--- src/rtl/alu_pkg.sv ---
// Shared ALU definitions: opcode enum, data width and opcode legality check.
package alu_pkg;

   localparam int DATA_WIDTH = 16;

   typedef enum logic [3:0] {
      OP_ADD   = 4'h0,
      OP_SUB   = 4'h1,
      OP_AND   = 4'h2,
      OP_OR    = 4'h3,
      OP_XOR   = 4'h4,
      OP_SLT   = 4'h5,
      OP_LOADI = 4'hF
   } alu_op_e;

   typedef enum logic [1:0] {
      ST_IDLE = 2'd0,
      ST_EXEC = 2'd1,
      ST_RESP = 2'd2
   } seq_state_e;

   // LOADI counts as legal; it is handled by the sequencer, not the ALU.
   function automatic logic is_legal_op(input logic [3:0] op);
      return (op <= 4'h5) || (op == 4'hF);
   endfunction

endpackage

--- src/rtl/alu_regfile.sv ---
// Register file: two async read ports, one sync write port, r0 reads as zero.
module alu_regfile #(
   parameter int NUM_REGS   = 8,
   parameter int REG_AW     = 3,
   parameter int DATA_WIDTH = 16
) (
   input  logic                  clk,
   input  logic                  rst_n,
   input  logic [REG_AW-1:0]     raddr_a,
   input  logic [REG_AW-1:0]     raddr_b,
   output logic [DATA_WIDTH-1:0] rdata_a,
   output logic [DATA_WIDTH-1:0] rdata_b,
   input  logic                  we,
   input  logic [REG_AW-1:0]     waddr,
   input  logic [DATA_WIDTH-1:0] wdata
);

   logic [DATA_WIDTH-1:0] regs [NUM_REGS];

   // Writes to r0 are dropped so its storage stays at the cleared value.
   always_ff @(posedge clk or negedge rst_n) begin
      if (!rst_n) begin
         for (int i = 0; i < NUM_REGS; i++) regs[i] <= '0;
      end else if (we && (waddr != '0)) begin
         regs[waddr] <= wdata;
      end
   end

   assign rdata_a = (raddr_a == '0) ? '0 : regs[raddr_a];
   assign rdata_b = (raddr_b == '0) ? '0 : regs[raddr_b];

endmodule

--- src/rtl/alu_cmd_sequencer.sv ---
// Command sequencer for alu_16bit: reads operands, drives the ALU, writes back,
// and returns a response per command.
//
//  state | meaning
//  IDLE  | cmd_ready=1, waiting for a command
//  EXEC  | ALU operands presented; result captured and written back at end of cycle
//  RESP  | rsp_valid=1, response held until rsp_ready
module alu_cmd_sequencer #(
   parameter int DATA_WIDTH = 16,
   parameter int NUM_REGS   = 8,
   parameter int REG_AW     = 3
) (
   input  logic                  clk,
   input  logic                  rst_n,
   input  logic                  cmd_valid,
   output logic                  cmd_ready,
   input  logic [3:0]            cmd_op,
   input  logic [REG_AW-1:0]     cmd_rd,
   input  logic [REG_AW-1:0]     cmd_rs1,
   input  logic [REG_AW-1:0]     cmd_rs2,
   input  logic [DATA_WIDTH-1:0] cmd_imm,
   output logic                  rsp_valid,
   input  logic                  rsp_ready,
   output logic [DATA_WIDTH-1:0] rsp_data,
   output logic                  rsp_zero,
   output logic                  rsp_overflow,
   output logic                  rsp_err,
   output logic [DATA_WIDTH-1:0] alu_a,
   output logic [DATA_WIDTH-1:0] alu_b,
   output logic [3:0]            alu_control,
   input  logic [DATA_WIDTH-1:0] alu_result,
   input  logic                  alu_zero,
   input  logic                  alu_overflow
);

   import alu_pkg::*;

   seq_state_e              state;
   logic [REG_AW-1:0]       rd_q;
   logic [DATA_WIDTH-1:0]   rdata_a;
   logic [DATA_WIDTH-1:0]   rdata_b;
   logic                    rf_we;
   logic [REG_AW-1:0]       rf_waddr;
   logic [DATA_WIDTH-1:0]   rf_wdata;

   assign cmd_ready = (state == ST_IDLE);
   assign rsp_valid = (state == ST_RESP);

   alu_regfile #(
      .NUM_REGS   (NUM_REGS),
      .REG_AW     (REG_AW),
      .DATA_WIDTH (DATA_WIDTH)
   ) u_regfile (
      .clk     (clk),
      .rst_n   (rst_n),
      .raddr_a (cmd_rs1),
      .raddr_b (cmd_rs2),
      .rdata_a (rdata_a),
      .rdata_b (rdata_b),
      .we      (rf_we),
      .waddr   (rf_waddr),
      .wdata   (rf_wdata)
   );

   // Writeback source: immediate on LOADI accept, ALU result during EXEC.
   always_comb begin
      rf_we    = 1'b0;
      rf_waddr = cmd_rd;
      rf_wdata = cmd_imm;
      if (state == ST_IDLE && cmd_valid && cmd_op == OP_LOADI) begin
         rf_we = 1'b1;
      end else if (state == ST_EXEC) begin
         rf_we    = 1'b1;
         rf_waddr = rd_q;
         rf_wdata = alu_result;
      end
   end

   // Sequencer FSM with registered ALU drive and response fields.
   always_ff @(posedge clk or negedge rst_n) begin
      if (!rst_n) begin
         state        <= ST_IDLE;
         rd_q         <= '0;
         alu_a        <= '0;
         alu_b        <= '0;
         alu_control  <= '0;
         rsp_data     <= '0;
         rsp_zero     <= 1'b0;
         rsp_overflow <= 1'b0;
         rsp_err      <= 1'b0;
      end else begin
         case (state)
            ST_IDLE: begin
               if (cmd_valid) begin
                  rd_q <= cmd_rd;
                  if (cmd_op == OP_LOADI) begin
                     rsp_data     <= cmd_imm;
                     rsp_zero     <= (cmd_imm == '0);
                     rsp_overflow <= 1'b0;
                     rsp_err      <= 1'b0;
                     state        <= ST_RESP;
                  end else if (is_legal_op(cmd_op)) begin
                     alu_a       <= rdata_a;
                     alu_b       <= rdata_b;
                     alu_control <= cmd_op;
                     state       <= ST_EXEC;
                  end else begin
                     rsp_data     <= '0;
                     rsp_zero     <= 1'b0;
                     rsp_overflow <= 1'b0;
                     rsp_err      <= 1'b1;
                     state        <= ST_RESP;
                  end
               end
            end
            ST_EXEC: begin
               rsp_data     <= alu_result;
               rsp_zero     <= alu_zero;
               rsp_overflow <= alu_overflow;
               rsp_err      <= 1'b0;
               state        <= ST_RESP;
            end
            ST_RESP: begin
               if (rsp_ready) state <= ST_IDLE;
            end
            default: state <= ST_IDLE;
         endcase
      end
   end

endmodule
--- config.mk ---
export PLATFORM = sky130hd
export DESIGN_NAME = alu_cmd_sequencer
export DESIGN_NICKNAME = d
export VERILOG_FILES = /design/src/rtl/alu_pkg.sv /design/src/rtl/alu_regfile.sv /design/src/rtl/alu_cmd_sequencer.sv
export SDC_FILE = /design/constraint.sdc
export NUM_CORES = 1
export LEC_CHECK = 0
export BUFFER_PORTS_ARGS = -buffer_cell sky130_fd_sc_hd__buf_2
export CAP_MARGIN = 20
export CORE_UTILIZATION = 45
export CTS_CLUSTER_SIZE = 40
export DETAILED_ROUTE_END_ITERATION = 12
export PLACE_DENSITY_LB_ADDON = 0.1
export SLEW_MARGIN = 20
export SYNTH_ARGS = -nofsm -noshare
export SYNTH_HDL_FRONTEND = slang
export SYNTH_SLANG_ARGS = --single-unit
--- constraint.sdc ---
create_clock -name clk -period 2.2 [get_ports clk]
set_input_delay 0.22 -clock clk [delete_from_list [all_inputs] [get_ports clk]]
set_output_delay 0.22 -clock clk [all_outputs]
set_load 0.01 [all_outputs]
# Yosys cells after proc, flatten, opt, wreduce, memory -nomap -nowiden
# Cells that the tools add are included.
totals:
  register_bits: 188
  inputBits: 51
  out_inout_bits: 57
  word_cells: 84
classes:
  order_cmp: 5
  eq_ne: 6
  n_mux: 37
  bitwise: 4
  reduce_logical: 15
ops:
  columns: ["operator", "n"]
  rows:
  - ["$mux W16", 12]
  - ["$bwmux W128", 1]
  - ["$bmux W16 S3", 2]
  - ["$demux W16 S3", 1]
  - ["$pmux W16 S2", 1]
  - ["$logic_not A16 Y1", 1]
  - ["$ge A4 B4 Y1 const B", 3]
  - ["$not A3 Y4", 3]
  - ["$mux W1", 10]
  - ["$mux W2", 4]
  - ["$logic_not A3 Y1", 2]
  - ["$mux W3", 2]
  - ["$pmux W1 S2", 3]
  - ["$pmux W2 S3", 1]
  - ["$eq A4 B4 Y1 const B", 1]
  - ["$le A4 B3 Y1 const B", 1]
  - ["$logic_and A1 B1 Y1", 4]
  - ["$lt A4 B1 Y1 const B", 1]
  - ["$reduce_and A2 Y1", 2]
  - ["$reduce_and A4 Y1", 1]
  - ["$ne A3 B3 Y1 const B", 1]
  - ["$reduce_and A3 Y1", 1]
  - ["$reduce_bool A3 Y1", 1]
  - ["$eq A2 B1 Y1 const B", 1]
  - ["other kinds (7)", 7]

# Depth between registers and ports, before layout
logic_depth:
  depth_word: 10
  mapped_depth: 9
  mapped_depth_nobuf: 4

# Cells and area by module
# A second synthesis with hierarchy kept.
unflattened:
  cells_unflattened: 705
  hier_area_um2: 9004.9
by_module_without_submodules:
  columns: ["module", "n_inst", "cells_each", "area_per_inst_um2", "seq_area_each_um2"]
  rows:
  - ["alu_regfile", 1, 461, 6259.8, 2802.7]
  - ["alu_cmd_sequencer", 1, 244, 2745.1, 1501.4]

# Least setup slack after synthesis
# OpenSTA, ideal clock, no wires.
synth_timing:
  kind: "flip-flop to flip-flop"
  from: "reg state[0]"
  to: "reg u_regfile.regs[62] (netlist bit)"
  setup_time_ns: 0.144
  arrival_time_ns: 1.754
  required_time_ns: 2.056
  slack_ns: 0.302
  path_stages_with_launch: 9
  n_path_buf: 4
  period_less_slack_ns: 1.898
  cell_sequence: "dfrtp_1 > buf_2 > or3b_1 > buf_2 > o32ai_4 > and2_0 > buf_2 > buf_6 > a21oi_1"
synth_between:
  elab_chain_len: 10
  elab_cells_between_ends: 19
  classes_between: "2 x order compare; 1 x eq/ne; 9 x mux; 1 x bitwise; 6 x reduce/logical"
synth_rtl:
  columns: ["item", "line_no", "rtl"]
  rows:
  - ["start, declared", "alu_cmd_sequencer.sv:38", "seq_state_e state;"]
  - ["start signal, assigned", "alu_cmd_sequencer.sv:82", "state <= ST_IDLE;"]
  - ["start signal, assigned", "alu_cmd_sequencer.sv:101", "state <= ST_RESP;"]
  - ["start signal, assigned", "alu_cmd_sequencer.sv:106", "state <= ST_EXEC;"]
  - ["$logic_not A2 Y1", "alu_cmd_sequencer.sv:70", "if (state == ST_IDLE && cmd_valid && cmd_op == OP_LOADI) begin"]
  - ["$logic_and A1 B1 Y1 (2 in series)", "alu_cmd_sequencer.sv:70", null]
  - ["$mux W3", "alu_cmd_sequencer.sv:70", null]
  - ["$not A3 Y4 (implied by the code)", "alu_regfile.sv:25", "regs[waddr] <= wdata;"]
  - ["$ge A4 B4 Y1 (implied by the code) or $lt A4 B1 Y1 (tied branches)", "alu_regfile.sv:25", null]
  - ["$logic_and A1 B1 Y1 (implied by the code)", "alu_regfile.sv:25", null]
  - ["$mux W16 (implied by the code)", "alu_regfile.sv:25", null]
  - ["$demux W16 S3", "alu_regfile.sv:25", null]
  - ["$bwmux W128", "alu_regfile.sv:25", null]
  - ["end signal, assigned by index", "alu_regfile.sv:25", null]
  - ["end, declared", "alu_regfile.sv:18", "logic [DATA_WIDTH-1:0] regs [NUM_REGS];"]
# Parallel ways exist; a longest one is shown, timed or not.
# A chain may end at the register's enable or synchronous reset.

# Worst setup path after layout
layout_timing:
  from: "reg state[1]"
  to: "reg u_regfile.regs[63] (netlist bit)"
# Same word-level chain as after synthesis.

==> results.toml <==
[sta]
setup_tns_ns = 0
finalSetupViolCount = 0
skew_ns = 0.007550
worst_pin_slew_ns = 0.6489
fin_crit_ns = 2.133
grt_setup_unrepaired = "true"
period_share_pct = 96.94
slew_viol_final = 0
clock.fmax_mhz = 468.9
maxSlewHeadroom_pct = 56.74
setup_slack_ns = 0.06730
final_hold_viol_count = 0

[global_routing]
track_usage_pct = 28.01
grt_max_degree = 54
grt-ovfl-total = 0
antenna_found_initial = 0
grt_pass1_wl_mm = 42.40
grt_pass1_vias = 7379

[floorplanning]
start_util_pct = 46.04
die_x_um = 140.6
core_area_um2 = 18770
die_area_um2 = 19760
pin_count = 108
fp.dieH_um = 140.6
row_count = 50

[power_and_ir_drop]
p_seq_share_pct = 44.0
p_per_area_nw_per_um2 = 1208
leakagePower_nw = 4.539
power_frac_comb_pct = 29.3
p_int_w = 0.008284
power_frac_clock_pct = 26.7
ir_worst_vdd_v = 0.0006123
netSwitchingFraction_pct = 33.81
switching_power_w = 0.004232

[synth]
synth.distinct_cells = 45
synth.avg_cell_area_um2 = 10.19
syn_nets = 899
synth_ff_type = "dfrtp_1"
async_flop_share_pct = 100.0
yosysSeqAreaShare_pct = 49.81
synthCells = 848
ys_ff_latch = 172
synth_edf_count = 0
synthesis.area_um2 = 8641
ys_warn_count = 0

[worst_setup_path]
path_buf_inv = 1
worst-path-max-fanout = 16
critPathMaxStageDelay_ns = 0.55
path_cells = "or3b_1 > o32ai_4 > and2_0 > buf_4 > a21oi_1"
cpMaxStageDelayCell = "or3b_1"
worstSetupEndpointType = "flip-flop"
path_delay_family = "simple AND/OR/NAND/NOR gates"
worst_ep_required_time_ns = 2.49
crit_arrival_ns = 2.42
setup.worst_path.class = "reg -> reg"
start_kind = "flip-flop"

[drt]
ant_nets = 0
vias = 7583
routedWlPerCell_um = 22.06
route.detailed.drc = 0
first_pass_iters = 5
drt_iter0_markers = 760
viasPerCell = 6.272
totalWireLength_mm = 26.67

[layout]
area_growth_pct = 19.87
drive_gt1_share_pct = 27.59
antenna_cells = 0
layout_commonest_cell = "dfrtp_1"
final_cell_mix = "172 x dfrtp_1, 143 x a21oi_1, 106 x buf_2"
num-nets-final = 1014

[run_status]
outcome = "finished, final reports clean"

[job]
cap_violations = 0

[cts]
cts_max_path_buffers = 2
cts_tree = "built"
clock_sinks = 172
clkTransAtPathRegs_ns = 0.06
ctsHtreeMaxLevel = 4
clkLatencyLatePin_ns = 0.43
cts_made_buffers = 17
root_buffer = "clkbuf_16"

[place]
dp_hpwl_mm = 18.36
pre_cts_slack_ns = 0.1763
port_buffers = 107
routabilityCongestion = 0.8626

[hold_path]
holdCritPathClass = "in -> reg"
-- cell families after synthesis --
group,share of synthesized area (%)
muxes,14.78
and+or+nand+nor,7.935
buffers and inverters,4.489
AOI/OAI and AO/OA,22.98
DFF,49.81
-- cells in the mapped netlist, types with 3 or more instances --
cell	number	share of area, %
a21oi_1	143	8.3
a221oi_1	14	1.4
a311oi_1	3	0.30
a31oi_1	39	2.8
and2_1	6	0.43
buf_1	5	0.22
buf_2	18	1.0
buf_4	4	0.35
buf_6	5	0.65
clkbuf_1	44	1.9
dfrtp_1	172	50
inv_1	6	0.26
mux2_2	47	6.1
mux2i_1	41	4.7
mux4_2	15	3.9
nand2_1	47	2.0
nand2b_1	20	1.4
nand3_1	14	0.81
nor2_1	34	1.5
nor4_1	4	0.29
o21a_1	3	0.26
o21ai_0	105	6.1
o21ai_1	3	0.17
o22ai_1	17	1.2
o31ai_1	15	1.3
-- layer usage --
layer / share of wire, % / track usage [%] / up-vias
li1: - / - / 3379
met1: 46 / 40.93 / 3788
met2: 45 / 42.97 / 376
met3: 7.7 / 4.789 / 40
met4: 1.6 / 8.124 / 0
met5: 0 / 0 / -
-- sequential cells by signal, indices dropped and copies added (netlist names) --
| register | cells |
|---|---|
| u_regfile.regs | 112 |
| alu_a | 16 |
| alu_b | 16 |
| rsp_data | 16 |
| alu_control | 4 |
| rd_q | 3 |
| state | 2 |
| rsp_err | 1 |
| rsp_overflow | 1 |
| rsp_zero | 1 |
-- metrics by stage --
step | power, W | cell area, um2 | std cells | hold WS, ns | utilization, %
CTS | 0.01250 | 10340 | 1209 | 0.000005135 | 55.12
detailed placement | 0.009144 | 9677 | 1176 | 0.1977 | 51.56
finish | 0.01252 | 10360 | 1209 | 0.006917 | 55.19
global route | 0.01321 | 10360 | 1209 | 0.03830 | 55.19
global placement | 0.008973 | 9677 | 1176 | 0.1894 | 51.56
floorplan | 0.007611 | 8641 | 848 | -0.07559 | -
-- worst paths after layout --
check                        startpoint                 end  slack, ns  cells after the start
max reg2reg                    state[1]  u_regfile.regs[63]       0.07                      5
min in group asynchronous         rst_n            alu_b[2]       0.30                      2
max in group asynchronous         rst_n         rsp_data[0]       1.18                      3
max                            state[1]  u_regfile.regs[63]       0.07                      5
min reg2reg                    alu_b[0]            alu_b[0]       0.47                      2
min                        alu_overflow        rsp_overflow      0.007                      3
-- worst min-delay path, cell delays in order --
cell,delay [ns]
buf_2,0.08
nand2_1,0.04
o21ai_0,0.06
-- final cells by class --
cell class / instances / area (um2)
repair buffers: 173 / 1112
flip-flops and latches: 172 / 4304
well taps: 234 / 292.8
fillers: 1690 / 8411
clock buffers: 20 / 456.7
multi-input cells: 593 / 3978
clock inverters: 11 / 191.4
inverters: 6 / 22.52
-- power groups by stage --
stage               sequential [W]  clock (W)  combinational (W)
finish                     0.00551    0.00334            0.00367
global route               0.00563    0.00349            0.00409
CTS                        0.00546    0.00337            0.00367
detailed placement         0.00550          0            0.00365
global placement           0.00543          0            0.00354
floorplan                  0.00535          0            0.00226
-- what timing repair did --
action                                 4_1_cts  5_1_grt
hold buffers                                 2        0
endpoints found under the hold margin       47        0
setup buffers                                0        0
setup endpoints to repair                    0        4
resized for setup                            0        3
(Power assumes the default switching activity.)
